==> src/rtl/dfa_sequence_detector_pkg.sv <==
// dfa_pkg: shared FSM state encodings and sizing helpers for the serial pattern detector.
package dfa_pkg;

    typedef enum logic [1:0] {
        FILL  = 2'b01,
        ARMED = 2'b10
    } state_e;

    function automatic int fill_width(input int w);
        return $clog2(w + 1);
    endfunction

endpackage

==> src/rtl/dfa_sequence_detector_if.sv <==
// dfa_sequence_detector_if: serial-bit, pattern-control and match-status bundle of the detector.
interface dfa_sequence_detector_if #(
    parameter int PATTERN_WIDTH = 2,
    parameter int COUNT_WIDTH   = 8
);

    logic                     input_sequence;
    logic                     input_valid;
    logic [PATTERN_WIDTH-1:0] pattern_in;
    logic                     pattern_load;
    logic                     overlap_mode;
    logic                     count_clear;
    logic                     condition_met;
    logic [COUNT_WIDTH-1:0]   match_count;
    logic                     count_saturated;

    modport master (
        output input_sequence, input_valid, pattern_in, pattern_load, overlap_mode, count_clear,
        input  condition_met, match_count, count_saturated
    );

    modport slave (
        input  input_sequence, input_valid, pattern_in, pattern_load, overlap_mode, count_clear,
        output condition_met, match_count, count_saturated
    );

endinterface

==> src/rtl/dfa_sequence_detector_match_counter.sv <==
// dfa_match_counter: saturating match counter; a clear coinciding with an increment yields 1.
module dfa_match_counter #(
    parameter int COUNT_WIDTH = 8
) (
    input  logic                   clk,
    input  logic                   reset,
    input  logic                   i_clear,
    input  logic                   i_inc,
    output logic [COUNT_WIDTH-1:0] o_count,
    output logic                   o_saturated
);

    logic [COUNT_WIDTH-1:0] r_count;
    logic                   w_sat;

    assign w_sat       = &r_count;
    assign o_count     = r_count;
    assign o_saturated = w_sat;

    always_ff @(posedge clk) begin
        if (reset)
            r_count <= '0;
        else if (i_clear)
            r_count <= COUNT_WIDTH'(i_inc);
        else if (i_inc && !w_sat)
            r_count <= r_count + 1'b1;
    end

endmodule

==> src/rtl/dfa_sequence_detector.sv <==
// dfa_sequence_detector: compares the last PATTERN_WIDTH accepted serial bits with a loadable
// pattern, flagging matches and counting them, in overlapping or non-overlapping mode.
module dfa_sequence_detector
    import dfa_pkg::*;
#(
    parameter int                       PATTERN_WIDTH   = 2,
    parameter logic [PATTERN_WIDTH-1:0] DEFAULT_PATTERN = PATTERN_WIDTH'(2'b01),
    parameter int                       COUNT_WIDTH     = 8
) (
    input  logic                   clk,
    input  logic                   reset,
    dfa_sequence_detector_if.slave bus
);

    localparam int FW = fill_width(PATTERN_WIDTH);

    logic [PATTERN_WIDTH-1:0] r_pattern;
    logic [PATTERN_WIDTH-1:0] r_history;
    logic [FW-1:0]            r_fill;
    state_e                   r_state;
    logic                     r_condition_met;

    logic                     w_accept;
    logic [PATTERN_WIDTH-1:0] w_next_history;
    logic [FW-1:0]            w_next_fill;
    logic                     w_full;
    logic                     w_match;
    logic [COUNT_WIDTH-1:0]   w_count;
    logic                     w_saturated;

    assign w_accept       = bus.input_valid && !bus.pattern_load;
    assign w_next_history = {r_history[PATTERN_WIDTH-2:0], bus.input_sequence};
    assign w_next_fill    = (r_fill == FW'(PATTERN_WIDTH)) ? r_fill : r_fill + 1'b1;
    // Window is complete either when already armed or when this sample supplies the last missing bit.
    assign w_full         = (r_state == ARMED) || (r_fill == FW'(PATTERN_WIDTH - 1));
    assign w_match        = w_accept && w_full && (w_next_history == r_pattern);

    always_ff @(posedge clk) begin
        if (reset) begin
            r_pattern       <= DEFAULT_PATTERN;
            r_history       <= '0;
            r_fill          <= '0;
            r_state         <= FILL;
            r_condition_met <= 1'b0;
        end else if (bus.pattern_load) begin
            r_pattern       <= bus.pattern_in;
            r_history       <= '0;
            r_fill          <= '0;
            r_state         <= FILL;
            r_condition_met <= 1'b0;
        end else if (w_accept) begin
            r_history       <= w_next_history;
            r_condition_met <= w_match;
            if (w_match && !bus.overlap_mode) begin
                r_fill  <= '0;
                r_state <= FILL;
            end else begin
                r_fill  <= w_next_fill;
                r_state <= (w_next_fill == FW'(PATTERN_WIDTH)) ? ARMED : FILL;
            end
        end
    end

    dfa_match_counter #(
        .COUNT_WIDTH (COUNT_WIDTH)
    ) u_counter (
        .clk         (clk),
        .reset       (reset),
        .i_clear     (bus.count_clear),
        .i_inc       (w_match),
        .o_count     (w_count),
        .o_saturated (w_saturated)
    );

    assign bus.condition_met   = r_condition_met;
    assign bus.match_count     = w_count;
    assign bus.count_saturated = w_saturated;

endmodule
==> src/flat_wrapper.sv <==
// flat-port wrapper written by rule: the top's interface ports become plain ports
module dfa_sequence_detector_flat import dfa_pkg::*;
#(
    parameter int                       PATTERN_WIDTH   = 2,
    parameter logic [PATTERN_WIDTH-1:0] DEFAULT_PATTERN = PATTERN_WIDTH'(2'b01),
    parameter int                       COUNT_WIDTH     = 8
)
  (clk, reset, bus_input_sequence, bus_input_valid, bus_pattern_in, bus_pattern_load, bus_overlap_mode, bus_count_clear, bus_condition_met, bus_match_count, bus_count_saturated);
  dfa_sequence_detector_if #(.PATTERN_WIDTH(PATTERN_WIDTH), .COUNT_WIDTH(COUNT_WIDTH)) bus_i ();
  input  logic clk;
  input  logic reset;
  input wire logic [$bits(bus_i.input_sequence)-1:0] bus_input_sequence;
  input wire logic [$bits(bus_i.input_valid)-1:0] bus_input_valid;
  input wire logic [$bits(bus_i.pattern_in)-1:0] bus_pattern_in;
  input wire logic [$bits(bus_i.pattern_load)-1:0] bus_pattern_load;
  input wire logic [$bits(bus_i.overlap_mode)-1:0] bus_overlap_mode;
  input wire logic [$bits(bus_i.count_clear)-1:0] bus_count_clear;
  output wire logic [$bits(bus_i.condition_met)-1:0] bus_condition_met;
  output wire logic [$bits(bus_i.match_count)-1:0] bus_match_count;
  output wire logic [$bits(bus_i.count_saturated)-1:0] bus_count_saturated;
  assign bus_i.input_sequence = bus_input_sequence;
  assign bus_i.input_valid = bus_input_valid;
  assign bus_i.pattern_in = bus_pattern_in;
  assign bus_i.pattern_load = bus_pattern_load;
  assign bus_i.overlap_mode = bus_overlap_mode;
  assign bus_i.count_clear = bus_count_clear;
  assign bus_condition_met = bus_i.condition_met;
  assign bus_match_count = bus_i.match_count;
  assign bus_count_saturated = bus_i.count_saturated;
  dfa_sequence_detector #(.PATTERN_WIDTH(PATTERN_WIDTH), .DEFAULT_PATTERN(DEFAULT_PATTERN), .COUNT_WIDTH(COUNT_WIDTH)) u_core (.clk(clk), .reset(reset), .bus(bus_i));
endmodule
==> config.mk <==
export PLATFORM = sky130hd
export DESIGN_NAME = dfa_sequence_detector_flat
export DESIGN_NICKNAME = d
export VERILOG_FILES = /design/src/rtl/dfa_sequence_detector_pkg.sv /design/src/rtl/dfa_sequence_detector_if.sv /design/src/rtl/dfa_sequence_detector_match_counter.sv /design/src/rtl/dfa_sequence_detector.sv /design/src/flat_wrapper.sv
export SDC_FILE = /design/constraint.sdc
export NUM_CORES = 1
export LEC_CHECK = 0
export BUFFER_PORTS_ARGS = -buffer_cell sky130_fd_sc_hd__buf_2
export CAP_MARGIN = 20
export CORE_UTILIZATION = 45
export DETAILED_ROUTE_END_ITERATION = 8
export PLACE_DENSITY_LB_ADDON = 0.05
export SLEW_MARGIN = 20
export SYNTH_ARGS = -nofsm -noshare
export SYNTH_HDL_FRONTEND = slang
export SYNTH_SLANG_ARGS = --single-unit
==> constraint.sdc <==
create_clock -name clk -period 1.53 [get_ports clk]
set_input_delay 0.459 -clock clk [delete_from_list [all_inputs] [get_ports clk]]
set_output_delay 0.459 -clock clk [all_outputs]
set_load 0.03 [all_outputs]
# ---- Yosys cells after proc, flatten, opt, wreduce, memory -nomap -nowiden
# Index checks and enable logic that the tools add are counted.
dict set report word_totals {
  ff_bits 16
  inputBits 9
  output_inout_bits 10
  elab_cells 33
}
dict set report classes {
  addsub 2
  n_eq_ne 5
  n_mux 6
  n_reduce_logical 13
}
# cell count
set op_table {}
lappend op_table {{adder 8 x 1 -> 8 bit (second input constant)} 1}
lappend op_table {{2-to-1 mux 2 bit} 4}
lappend op_table {{AND reduction 8 bit} 1}
lappend op_table {{== test 2 bit (second input constant)} 3}
lappend op_table {{logical AND 1 bit} 5}
lappend op_table {{OR reduction 2 bit} 2}
lappend op_table {{logical NOT 1 bit} 3}
lappend op_table {{adder 2 x 1 -> 2 bit (second input constant)} 1}
lappend op_table {{== test 2 x 1 -> 1 bit (second input constant)} 1}
lappend op_table {{== test 2 bit} 1}
lappend op_table {{2-to-1 mux 1 bit} 2}
lappend op_table {{nonzero test 2 bit} 1}
lappend op_table {{logical OR 1 bit} 1}

# ---- Longest topological paths before layout
# Gate-level depths: netlist of run 1.
dict set report logic_depth {
  depth_word 7
  depth_mapped 6
  mapped_depth_nobuf 5
}

# ---- Cells and area by module
# From an unflattened synthesis of run 1, not the netlist that was laid out.
dict set report hier_totals {
  hier_cells 89
  area_unflattened_um2 832.0
}
# module n_inst cells_per_inst area_per_inst_um2 seq_area_each_um2
set modules_own_cells {}
lappend modules_own_cells {dfa_match_counter 1 52 454.2 160.2}
lappend modules_own_cells {dfa_sequence_detector 1 37 377.9 140.1}

# ---- Worst setup path before layout of run 1
# No wires, ideal clock.
dict set report synth_timing {
  path_kind {register to register}
  start {reg u_core.u_counter.r_count[0], in the netlist u_core.u_counter.o_count[0]}
  end {reg u_core.u_counter.r_count[4], in the netlist u_core.u_counter.o_count[4]}
  setup_ps 70
  arrival_ps 1724
  t_required_ps 1460
  setup_slack_ps -264
  stages_incl_launch_ff 7
  path_buffers 1
  synth_period_minus_slack_ps 1794
  cell_sequence {dfxtp_1 ha_1 and3_1 and2_4 buf_6 or4_1 a21oi_1}
}
dict set report synth_between {
  elab_chain_cells 3
  word_cells_on_any_way 4
  classes_between {1 x add/sub; 3 x reduce/logical}
}
# item line
set synth_lines {}
lappend synth_lines {{from (decl)} dfa_sequence_detector_match_counter.sv:13} ;# logic [COUNT_WIDTH-1:0] r_count;
lappend synth_lines {{from (signal assigned)} dfa_sequence_detector_match_counter.sv:24} ;# r_count <= COUNT_WIDTH'(i_inc);
lappend synth_lines {{from (signal assigned)} dfa_sequence_detector_match_counter.sv:26} ;# r_count <= r_count + 1'b1;
lappend synth_lines {{AND reduction 8 bit} dfa_sequence_detector_match_counter.sv:16} ;# assign w_sat = &r_count;
lappend synth_lines {{via bus_count_saturated} flat_wrapper.sv:20} ;# output wire logic [$bits(bus_i.count_saturated)-1:0] bus_count_saturated;
lappend synth_lines {{logical NOT 1 bit} dfa_sequence_detector_match_counter.sv:25} ;# else if (i_inc && !w_sat)
lappend synth_lines {{logical AND 1 bit} dfa_sequence_detector_match_counter.sv:25}
# The timed path passes the listed nets, and every way through them passes these cells.
# A chain may end at the register's enable or synchronous reset.

# ---- Worst setup path in the final report of run 1
dict set report layout_timing {
  start {reg u_core.u_counter.r_count[0], in the netlist u_core.u_counter.o_count[0]}
  end {out bus_count_saturated}
}
dict set report layout_between {
  elab_chain_cells 1
}
# item line
set layout_lines {}
lappend layout_lines {{AND reduction 8 bit} dfa_sequence_detector_match_counter.sv:16}
lappend layout_lines {{to (decl)} flat_wrapper.sv:20}
# Every way passes these cells.

==> results.json, run 1 <==
{
  "finalHoldViolations": 0,
  "globalplace.congestion": 0.783,
  "grt_pass1_vias": 777,
  "hold_path.class": "input pin to flop",
  "row_count": 14,
  "pre_cts_slack_ns": -0.245,
  "hold_slack_ns": 0.368,
  "critical_path.top_delay_family": "flip-flops",
  "setup-violations-final": 4,
  "cp.buffers_inverters": 1,
  "grtUsageTotal": 0.231,
  "yosys_warnings": 0,
  "overall_die_width_um": 43.4,
  "totalWireLength_um": 2530,
  "setup_clock_skew_after_layout_ns": 0.00240,
  "unrepaired_setup_endpoints_after_global_routing": "yes",
  "layout.nets": 137,
  "routed_wire_length_per_instance_um": 18.0,
  "die_area_um2": 1880,
  "status": "finished, violations left",
  "tritoncts": "yes",
  "startpoint_type": "flop",
  "cp_max_fo": 2,
  "worst-setup-path-type": "flop to output port",
  "grt_antenna_before_repair": 0,
  "timing.max_slew.rel_slack": 0.750,
  "power.density_nw_per_um2": 588,
  "synth_sequential_area_ratio": 0.390,
  "post_synth_num_cell_types": 34,
  "fin_crit_ns": 1.69,
  "grt_first_pass_wirelength_um": 3190,
  "ctsHtreeMaxLevel": 1,
  "area_growth_syn_to_layout_pct": 61.8,
  "root_buffer": "sky130_fd_sc_hd__clkbuf_4",
  "required_time_reported_for_the_critical_path_endpoint_ns": 1.07,
  "route.detailed.drc": 1,
  "syn_area_um2": 769,
  "achievable-frequency_mhz": 592,
  "timing.critical_path.cells": "ha_4 -> and3_4 -> and2_4 -> buf_6",
  "number_of_flops_mapped_to_enable_cells_by_yosys": 0,
  "clock-sinks": 15,
  "synthTopCellsByArea": "sky130_fd_sc_hd__dfxtp_1 (39%), sky130_fd_sc_hd__a21oi_1 (5.9%), sky130_fd_sc_hd__mux2i_1 (5.2%)",
  "place_area_um2": 1020,
  "power.ir.vdd_worst_mv": 0.503,
  "chipHeight_um": 43.4,
  "max_cap_violations": 0,
  "timing.critical_path.slowest_cell_delay_ns": 0.37,
  "globalRoute.totalOverflow": 0,
  "synth_async_sr_flop_share": 0,
  "syn_area_per_cell_um2": 9.05,
  "failed_checks": "design-rule violations, negative setup slack",
  "synth.top_cell.area_share": 0.390,
  "detail_route.iter0.violations": 26,
  "clock_path_buffers": 2,
  "final_max_slew_viol_count": 0,
  "worst_slew_pin_slew_ns": 0.374,
  "place_hpwl_um": 1360,
  "final_area_um2": 1240,
  "netlist.top_cell.by_area": "sky130_fd_sc_hd__dfxtp_1",
  "drt-vias-per-instance": 6.21,
  "synth.ff_latch_count": 15,
  "ant_nets": 0,
  "clkLatencyLatePin_ns": 0.29,
  "cts_buf_count": 3,
  "finalCritPeriodShare": 1.10,
  "synth.net_count": 97,
  "slowest_stage": "sky130_fd_sc_hd__dfxtp_4",
  "grt_start_max_net_pins": 11,
  "numPortBuffers": 18,
  "worstSetupEndpointType": "output port",
  "via_count": 870,
  "syn_inst": 85,
  "synth_ff_type": "sky130_fd_sc_hd__dfxtp_1",
  "drt_first_pass_iters": 6,
  "core_area_um2": 1560,
  "path_clk_slew_ns": 0.09,
  "antenna_cells_inserted": 0,
  "total_negative_setup_slack_ns": -0.443,
  "fin_ws_ns": -0.159,
  "cp.arrival_ns": 1.23,
  "design.portCount": 19,
  "cellLeakagePower_nw": 0.469,
  "floorplan.initialDensity": 0.494,
  "proportion_of_layout_cells_with_a_drive_suffix_above_1": 0.516
}
## through the flow
step | util | total power, mW | instances
after global routing | 0.799 | 0.753 | 140
after CTS | 0.715 | 0.709 | 139
final | 0.799 | 0.732 | 140
after global placement | 0.654 | 0.470 | 134
after detailed placement | 0.654 | 0.473 | 134
after floorplan | - | 0.440 | 85
## logic make-up (layout without fill, tap and decap cells)
group           Yosys count  after routing  synth area share
compound gates           24             25             0.215
xor+xnor                  2              2            0.0228
fa+ha+maj                 3              3            0.0488
buf+inv                   7             45            0.0455
flops                    15             15             0.390
mux                       4              4            0.0520
simple gates             30             30             0.226
## layout by cell type (no fill, tap or decap), types with 2 or more instances in the layout
cell type,count
sky130_fd_sc_hd__a21oi_1,8
sky130_fd_sc_hd__buf_2,17
sky130_fd_sc_hd__buf_4,17
sky130_fd_sc_hd__buf_6,3
sky130_fd_sc_hd__clkbuf_4,3
sky130_fd_sc_hd__dfxtp_1,10
sky130_fd_sc_hd__dfxtp_2,3
sky130_fd_sc_hd__dfxtp_4,2
sky130_fd_sc_hd__ha_4,2
sky130_fd_sc_hd__inv_1,4
sky130_fd_sc_hd__mux2i_1,4
sky130_fd_sc_hd__nand2_1,4
sky130_fd_sc_hd__nand3b_1,2
sky130_fd_sc_hd__nor2_1,5
sky130_fd_sc_hd__nor2b_1,2
sky130_fd_sc_hd__o2111ai_4,2
sky130_fd_sc_hd__o21ai_0,4
sky130_fd_sc_hd__o31ai_1,2
sky130_fd_sc_hd__o41ai_2,2
sky130_fd_sc_hd__or2_2,2
sky130_fd_sc_hd__or4_1,2
sky130_fd_sc_hd__xnor2_4,2
## synth_stat cells (all sizes together) (2+ instances only)
cell / n
dfxtp: 15
a21oi: 9
nor2: 5
inv: 4
mux2i: 4
nand2: 4
o21ai: 4
buf: 3
ha: 3
nor2b: 3
o41ai: 3
or2: 3
or4: 3
nand3: 2
nand3b: 2
o31ai: 2
xnor2: 2
## layout make-up
cell class | instances | area, um^2
Fill cell | 117 | 314
Sequential cell | 15 | 312
Inverter | 4 | 15.0
Tap cell | 16 | 20.0
Multi-Input combinational cell | 64 | 626
Clock buffer | 4 | 26.3
Timing Repair Buffer | 37 | 246
## worst reg2reg max path: stages (launching register included)
cell	delay, ns
sky130_fd_sc_hd__dfxtp_4	0.36
sky130_fd_sc_hd__ha_4	0.15
sky130_fd_sc_hd__and3_4	0.14
sky130_fd_sc_hd__and2_4	0.14
sky130_fd_sc_hd__buf_4	0.18
sky130_fd_sc_hd__or4_4	0.50
sky130_fd_sc_hd__a21oi_2	0.13
## state kept, by name, indices dropped and copies added (netlist names)
signal and cells:
u_core.r_pattern 2, u_core.r_fill 1, u_core.r_state 2, u_core.u_counter.o_count 8, u_core.r_history 1, u_core.bus.condition_met 1
## worst paths after layout
| check | startpoint | to | slack [ns] | depth (start not counted) |
|---|---|---|---|---|
| min | bus_pattern_in[0] | u_core.r_pattern[0] | 0.37 | 2 |
| max reg2reg | u_core.u_counter.o_count[0] | u_core.u_counter.o_count[4] | -0.14 | 6 |
| max | u_core.u_counter.o_count[0] | bus_count_saturated | -0.16 | 4 |
| min reg2reg | u_core.bus.condition_met | u_core.bus.condition_met | 0.56 | 2 |
## repair_timing
item | in CTS | in global routing
pin swaps | 4 | 7
buffers inserted | 1 | 0
hold buffers | 0 | 0
gates resized for setup | 11 | 18
endpoints found under the setup margin | 8 | 12
gates cloned | 0 | 1
## power by group
part	total (mW)	internal, mW	switching, mW	leakage, nW
sequential	0.404	0.394	0.00973	0.125
combinational	0.0966	0.0456	0.0510	0.329
clock	0.231	0.101	0.130	0.0150
## routing by layer
layer	routed length, um	vias up	GRT usage
li1	-	404	-
met1	957	405	0.268
met2	1260	45	0.400
met3	182	16	0.0708
met4	123	0	0.0813
met5	0	-	0
(Power assumes the default switching activity.)
==> run 2, diff against run 1 <==
Settings changed: SKIP_LAST_GASP set to 1.
==> run 2 against run 1 <==
  * Critical path depth unchanged
  * First-iteration DRC count down 31%
  * Via count down 6.9%
  * Largest cell class unchanged
  * Utilization down 0.96 points
  * Clock skew up 0.0018 ns
  * Final cell count up 0.71%
  * Combinational power down 2.1%
  * Clock power about the same
  * Die area unchanged
  * Count of clock-buffer cells in the layout unchanged
  * Sequential cell count unchanged
  * The flow still finishes with violations (design-rule violations, negative setup slack)
  * Global-route usage unchanged
==> results.json, run 2 (same netlist as run 1, synthesis figures left out) <==
{
  "status": "finished, violations left",
  "failed_checks": "design-rule violations, negative setup slack",
  "floorplan.initialDensity": 0.494,
  "achievable-frequency_mhz": 596,
  "core_area_um2": 1560,
  "hold_slack_ns": 0.372,
  "cp.arrival_ns": 1.22,
  "cp_max_fo": 2,
  "setup-violations-final": 3,
  "path_clk_slew_ns": 0.09,
  "grt_antenna_before_repair": 0,
  "die_area_um2": 1880,
  "grt_pass1_vias": 779,
  "setup_clock_skew_after_layout_ns": 0.00418,
  "drt_first_pass_iters": 6,
  "route.detailed.drc": 2,
  "globalplace.congestion": 0.783,
  "fin_ws_ns": -0.149,
  "dpl.cell_count": 134,
  "layout_common_cells": "sky130_fd_sc_hd__buf_4 (18), sky130_fd_sc_hd__buf_2 (17), sky130_fd_sc_hd__dfxtp_1 (10)",
  "worst-setup-path-type": "flop to output port",
  "required_time_reported_for_the_critical_path_endpoint_ns": 1.07,
  "unrepaired_setup_endpoints_after_global_routing": "yes",
  "globalRoute.totalOverflow": 0,
  "overall_die_width_um": 43.4,
  "max_cap_violations": 0,
  "timing.max_slew.rel_slack": 0.776,
  "layout.filler_cells": 115,
  "tritoncts": "yes",
  "hold_path.class": "input pin to flop",
  "clkLatencyLatePin_ns": 0.29,
  "power.density_nw_per_um2": 593,
  "ctsHtreeMaxLevel": 1,
  "startpoint_type": "flop",
  "final_max_slew_viol_count": 0,
  "area_growth_syn_to_layout_pct": 59.8,
  "finalCritPeriodShare": 1.10,
  "clock_path_buffers": 2,
  "design.portCount": 19,
  "clock-sinks": 15,
  "worst_slew_pin_slew_ns": 0.333,
  "grt_first_pass_wirelength_um": 3190,
  "cts_buf_count": 3,
  "register_area_um2": 312,
  "place_hpwl_um": 1360,
  "power.ir.vdd_worst_mv": 0.521,
  "cellLeakagePower_nw": 0.468,
  "row_count": 14,
  "worstSetupEndpointType": "output port",
  "final_core_density": 0.789,
  "hold_startpoint": "bus_pattern_in[0]",
  "startpoint": "u_core.u_counter.o_count[0]",
  "via_count": 810,
  "multi_input_area_um2": 603,
  "hold-path-cell-count": 2,
  "final-instance-count-excl-fill": 141,
  "totalWireLength_um": 2280,
  "cts_hold_buffers": 0,
  "grt_start_max_net_pins": 11,
  "chipHeight_um": 43.4,
  "layout.nets": 138,
  "detail_route.iter0.violations": 18,
  "ant_nets": 0,
  "fin_crit_ns": 1.68,
  "root_buffer": "sky130_fd_sc_hd__clkbuf_4",
  "finalHoldViolations": 0,
  "drt-vias-per-instance": 5.74,
  "grtUsageTotal": 0.231,
  "regToRegStartpoint": "u_core.u_counter.o_count[0]",
  "largest_register_ff_count": 8,
  "proportion_of_layout_cells_with_a_drive_suffix_above_1": 0.504,
  "antenna_cells_inserted": 0,
  "most_frequent_standard_cell_in_the_layout_excluding_fill_and_tap_cells": "sky130_fd_sc_hd__buf_4",
  "numPortBuffers": 18,
  "worst_reg_to_reg_cells": 6,
  "routed_wire_length_per_instance_um": 16.1
}
[run 2: timing repair]
| item | CTS | global route |
|---|---|---|
| setup endpoints to repair | 8 | 12 |
| resized for setup | 9 | 17 |
| pin swaps | 3 | 8 |
| buffers inserted | 1 | 1 |
| cloned | 0 | 1 |
[run 2: worst max-delay path, cell delays in order (launching register included)]
cell and delay [ns]:
sky130_fd_sc_hd__dfxtp_4 0.37, sky130_fd_sc_hd__ha_4 0.13, sky130_fd_sc_hd__and3_4 0.17, sky130_fd_sc_hd__and2_4 0.15
sky130_fd_sc_hd__buf_6 0.12
[run 2: final timing paths]
| path | endpoint | slack, ns |
|---|---|---|
| hold / removal | u_core.r_pattern[0] | 0.37 |
| setup reg to reg | u_core.u_counter.o_count[4] | -0.15 |
| setup / recovery | bus_count_saturated | -0.15 |
| hold reg to reg | u_core.bus.condition_met | 0.56 |
[run 2: stage by stage]
| stage | setup slack (ns) | TNS, ns | area, um^2 | total power [mW] |
|---|---|---|---|---|
| floorplan | -0.0862 | -0.146 | 798 | 0.440 |
| global placement | -0.186 | -1.51 | 1020 | 0.470 |
| detailed placement | -0.245 | -1.99 | 1020 | 0.473 |
| CTS | -0.159 | -0.418 | 1100 | 0.708 |
| global route | -0.192 | -0.658 | 1230 | 0.756 |
| finish | -0.149 | -0.424 | 1230 | 0.729 |
[run 2: area by class of cell]
type                    count  share of cell area
inverters                   4              0.0122
well taps                  16              0.0163
flip-flops and latches     15               0.253
multi-input cells          64               0.490
clock buffers               4              0.0214
repair buffers             38               0.207
[run 2: report_power, final]
part | leakage (nW) | internal [mW] | switching [mW]
registers | 0.125 | 0.394 | 0.00956
clock network | 0.0150 | 0.101 | 0.129
logic | 0.329 | 0.0460 | 0.0486
total | 0.468 | 0.542 | 0.187
[run 2: metal layers]
layer	vias up	GRT usage	wire length [um]
li1	399	-	-
met1	377	0.268	966
met2	28	0.400	1160
met3	6	0.0708	99
met4	0	0.0813	51
met5	-	0	0
==> run 3, diff against run 2 <==
Settings changed: CORE_UTILIZATION 45 to 25.
==> run 3 against run 2 <==
  * The flow finishes with violations (negative setup slack)
  * Total power is 1.5% higher
  * First-iteration DRC count shrank 33%
  * Combinational power grew 2.9%
  * Sequential cell count stayed put
  * Design area rose by 4.4%
  * Register-to-register slack improved by 0.03 ns
  * Sequential share of layout area shrank 0.87 points
  * Setup slack worse by 0.015 ns
  * Wire length is 0.18% higher
  * Critical endpoint unchanged
  * Largest cell class unchanged
  * Largest power group unchanged
  * Highest routed layer unchanged
==> results.json, run 3 (same netlist as run 1, synthesis figures left out) <==
{
  "status": "finished, violations left",
  "failed_checks": "negative setup slack",
  "path_clk_slew_ns": 0.10,
  "globalRoute.totalOverflow": 0,
  "timing.max_slew.rel_slack": 0.759,
  "slowest_stage": "sky130_fd_sc_hd__dfxtp_4",
  "globalRoute.busiestLayer": "met2",
  "worst-setup-path-type": "flop to output port",
  "hold-path-cell-count": 2,
  "finalHoldViolations": 0,
  "numPortBuffers": 18,
  "totalPowerFinal_mw": 0.739,
  "worst_reg_to_reg_cells": 6,
  "timing.critical_path.slowest_cell_delay_ns": 0.37,
  "grt_first_pass_wirelength_um": 3680,
  "detail_route.iter0.violations": 12,
  "required_time_reported_for_the_critical_path_endpoint_ns": 1.07,
  "worstSetupEndpointType": "output port",
  "grt_antenna_before_repair": 0,
  "layout_common_cells": "sky130_fd_sc_hd__buf_4 (20), sky130_fd_sc_hd__buf_2 (17), sky130_fd_sc_hd__dfxtp_1 (10)",
  "area_growth_syn_to_layout_pct": 66.8,
  "proportion_of_layout_cells_with_a_drive_suffix_above_1": 0.508,
  "hold_path.class": "input pin to flop",
  "power.density_nw_per_um2": 576,
  "chipHeight_um": 57.5,
  "cellLeakagePower_nw": 0.489,
  "route.detailed.drc": 0,
  "worst_slew_pin_slew_ns": 0.361,
  "ctsHtreeMaxLevel": 1,
  "floorplan.initialDensity": 0.272,
  "achievable-frequency_mhz": 590,
  "startpoint_type": "flop",
  "most_frequent_standard_cell_in_the_layout_excluding_fill_and_tap_cells": "sky130_fd_sc_hd__buf_4",
  "cp_max_fo": 2,
  "layout.filler_cells": 282,
  "hold_startpoint": "bus_pattern_in[0]",
  "regToRegStartpoint": "u_core.u_counter.o_count[1]",
  "clock-sinks": 15,
  "routed_wire_length_per_instance_um": 14.3,
  "layout.nets": 141,
  "ant_nets": 0,
  "drt-vias-per-instance": 5.18,
  "setup_clock_skew_after_layout_ns": 0.00600,
  "pre_cts_slack_ns": -0.225,
  "max_cap_violations": 0,
  "finalCritPeriodShare": 1.11,
  "grtUsageTotal": 0.150,
  "clkLatencyLatePin_ns": 0.29,
  "final_max_slew_viol_count": 0,
  "tritoncts": "yes",
  "hold_slack_ns": 0.369,
  "core_area_um2": 2830,
  "largest_register_ff_count": 8,
  "r2r_setup_slack_ns": -0.12,
  "cts_hold_buffers": 0,
  "fin_ws_ns": -0.164,
  "globalRouteMet2Util": 0.228,
  "timing.critical_path.cells": "ha_4 -> and3_4 -> and2_4 -> buf_6",
  "design.portCount": 19,
  "setup-violations-final": 3,
  "grt_pass1_vias": 754,
  "totalWireLength_um": 2280,
  "via_count": 824,
  "hold_endpoint": "u_core.r_pattern[0]",
  "cts_buf_count": 3,
  "drt_first_pass_iters": 4,
  "globalplace.congestion": 0.724,
  "place_hpwl_um": 1470,
  "grt.met1_usage": 0.213,
  "root_buffer": "sky130_fd_sc_hd__clkbuf_4",
  "crit-reg2reg-capture": "u_core.u_counter.o_count[3]",
  "cp.arrival_ns": 1.24,
  "unrepaired_setup_endpoints_after_global_routing": "yes",
  "grt_util_met3": 0.0204,
  "overall_die_width_um": 57.5,
  "grt_start_max_net_pins": 10,
  "die_area_um2": 3300,
  "row_count": 19,
  "clock_path_buffers": 2,
  "antenna_cells_inserted": 0,
  "power.ir.vdd_worst_mv": 0.393,
  "fin_crit_ns": 1.69
}
[run 3: timing repair]
item / in CTS / in global routing
setup buffers: 1 / 5
resized for setup: 11 / 17
endpoints found under the setup margin: 11 / 12
gates cloned: 1 / 0
pin swaps: 4 / 8
[run 3: worst max-delay path by stage]
stage                                            from                           to  depth (start not counted)
after floorplan           u_core.u_counter.o_count[1]  u_core.u_counter.o_count[4]                          6
after global placement             bus_input_sequence  u_core.u_counter.o_count[6]                          5
after detailed placement           bus_input_sequence  u_core.u_counter.o_count[3]                          5
after CTS                 u_core.u_counter.o_count[0]          bus_count_saturated                          4
after global routing      u_core.u_counter.o_count[1]          bus_count_saturated                          4
final                     u_core.u_counter.o_count[1]          bus_count_saturated                          4
[run 3: layout make-up]
cell class              count  area (um^2)  area share
multi-input cells          64          609       0.475
flip-flops and latches     15          314       0.245
well taps                  31         38.8      0.0302
repair buffers             41          280       0.218
inverters                   4         15.0      0.0117
clock buffers               4         26.3      0.0205
[run 3: power breakdown]
group | total, mW | internal, mW | leakage, nW | switching, mW
logic | 0.0973 | 0.0474 | 0.350 | 0.0499
clock network | 0.240 | 0.101 | 0.0150 | 0.139
registers | 0.402 | 0.393 | 0.125 | 0.00880
total | 0.739 | 0.542 | 0.489 | 0.198
[run 3: through the flow]
step,utilization,TNS (ns),cells,instance area [um^2]
floorplan,-,-0.146,85,798
CTS,0.404,-0.444,154,1140
detailed placement,0.364,-1.94,148,1030
finish,0.454,-0.351,159,1280
global placement,0.364,-1.87,148,1030
global route,0.454,-0.678,159,1280
[run 3: worst max-delay path, delay by kind of cell, from the launching register on]
kind | cells | cell delay [ns]
flops | 1 | 0.37
simple gates | 2 | 0.32
fa+ha+maj | 1 | 0.13
buf+inv | 1 | 0.13
[run 3: routing by layer]
metal / wire [um] / part of all wire
met5: 0 / 0
met4: 44 / 0.019
met3: 84 / 0.037
met2: 1050 / 0.46
met1: 1100 / 0.48
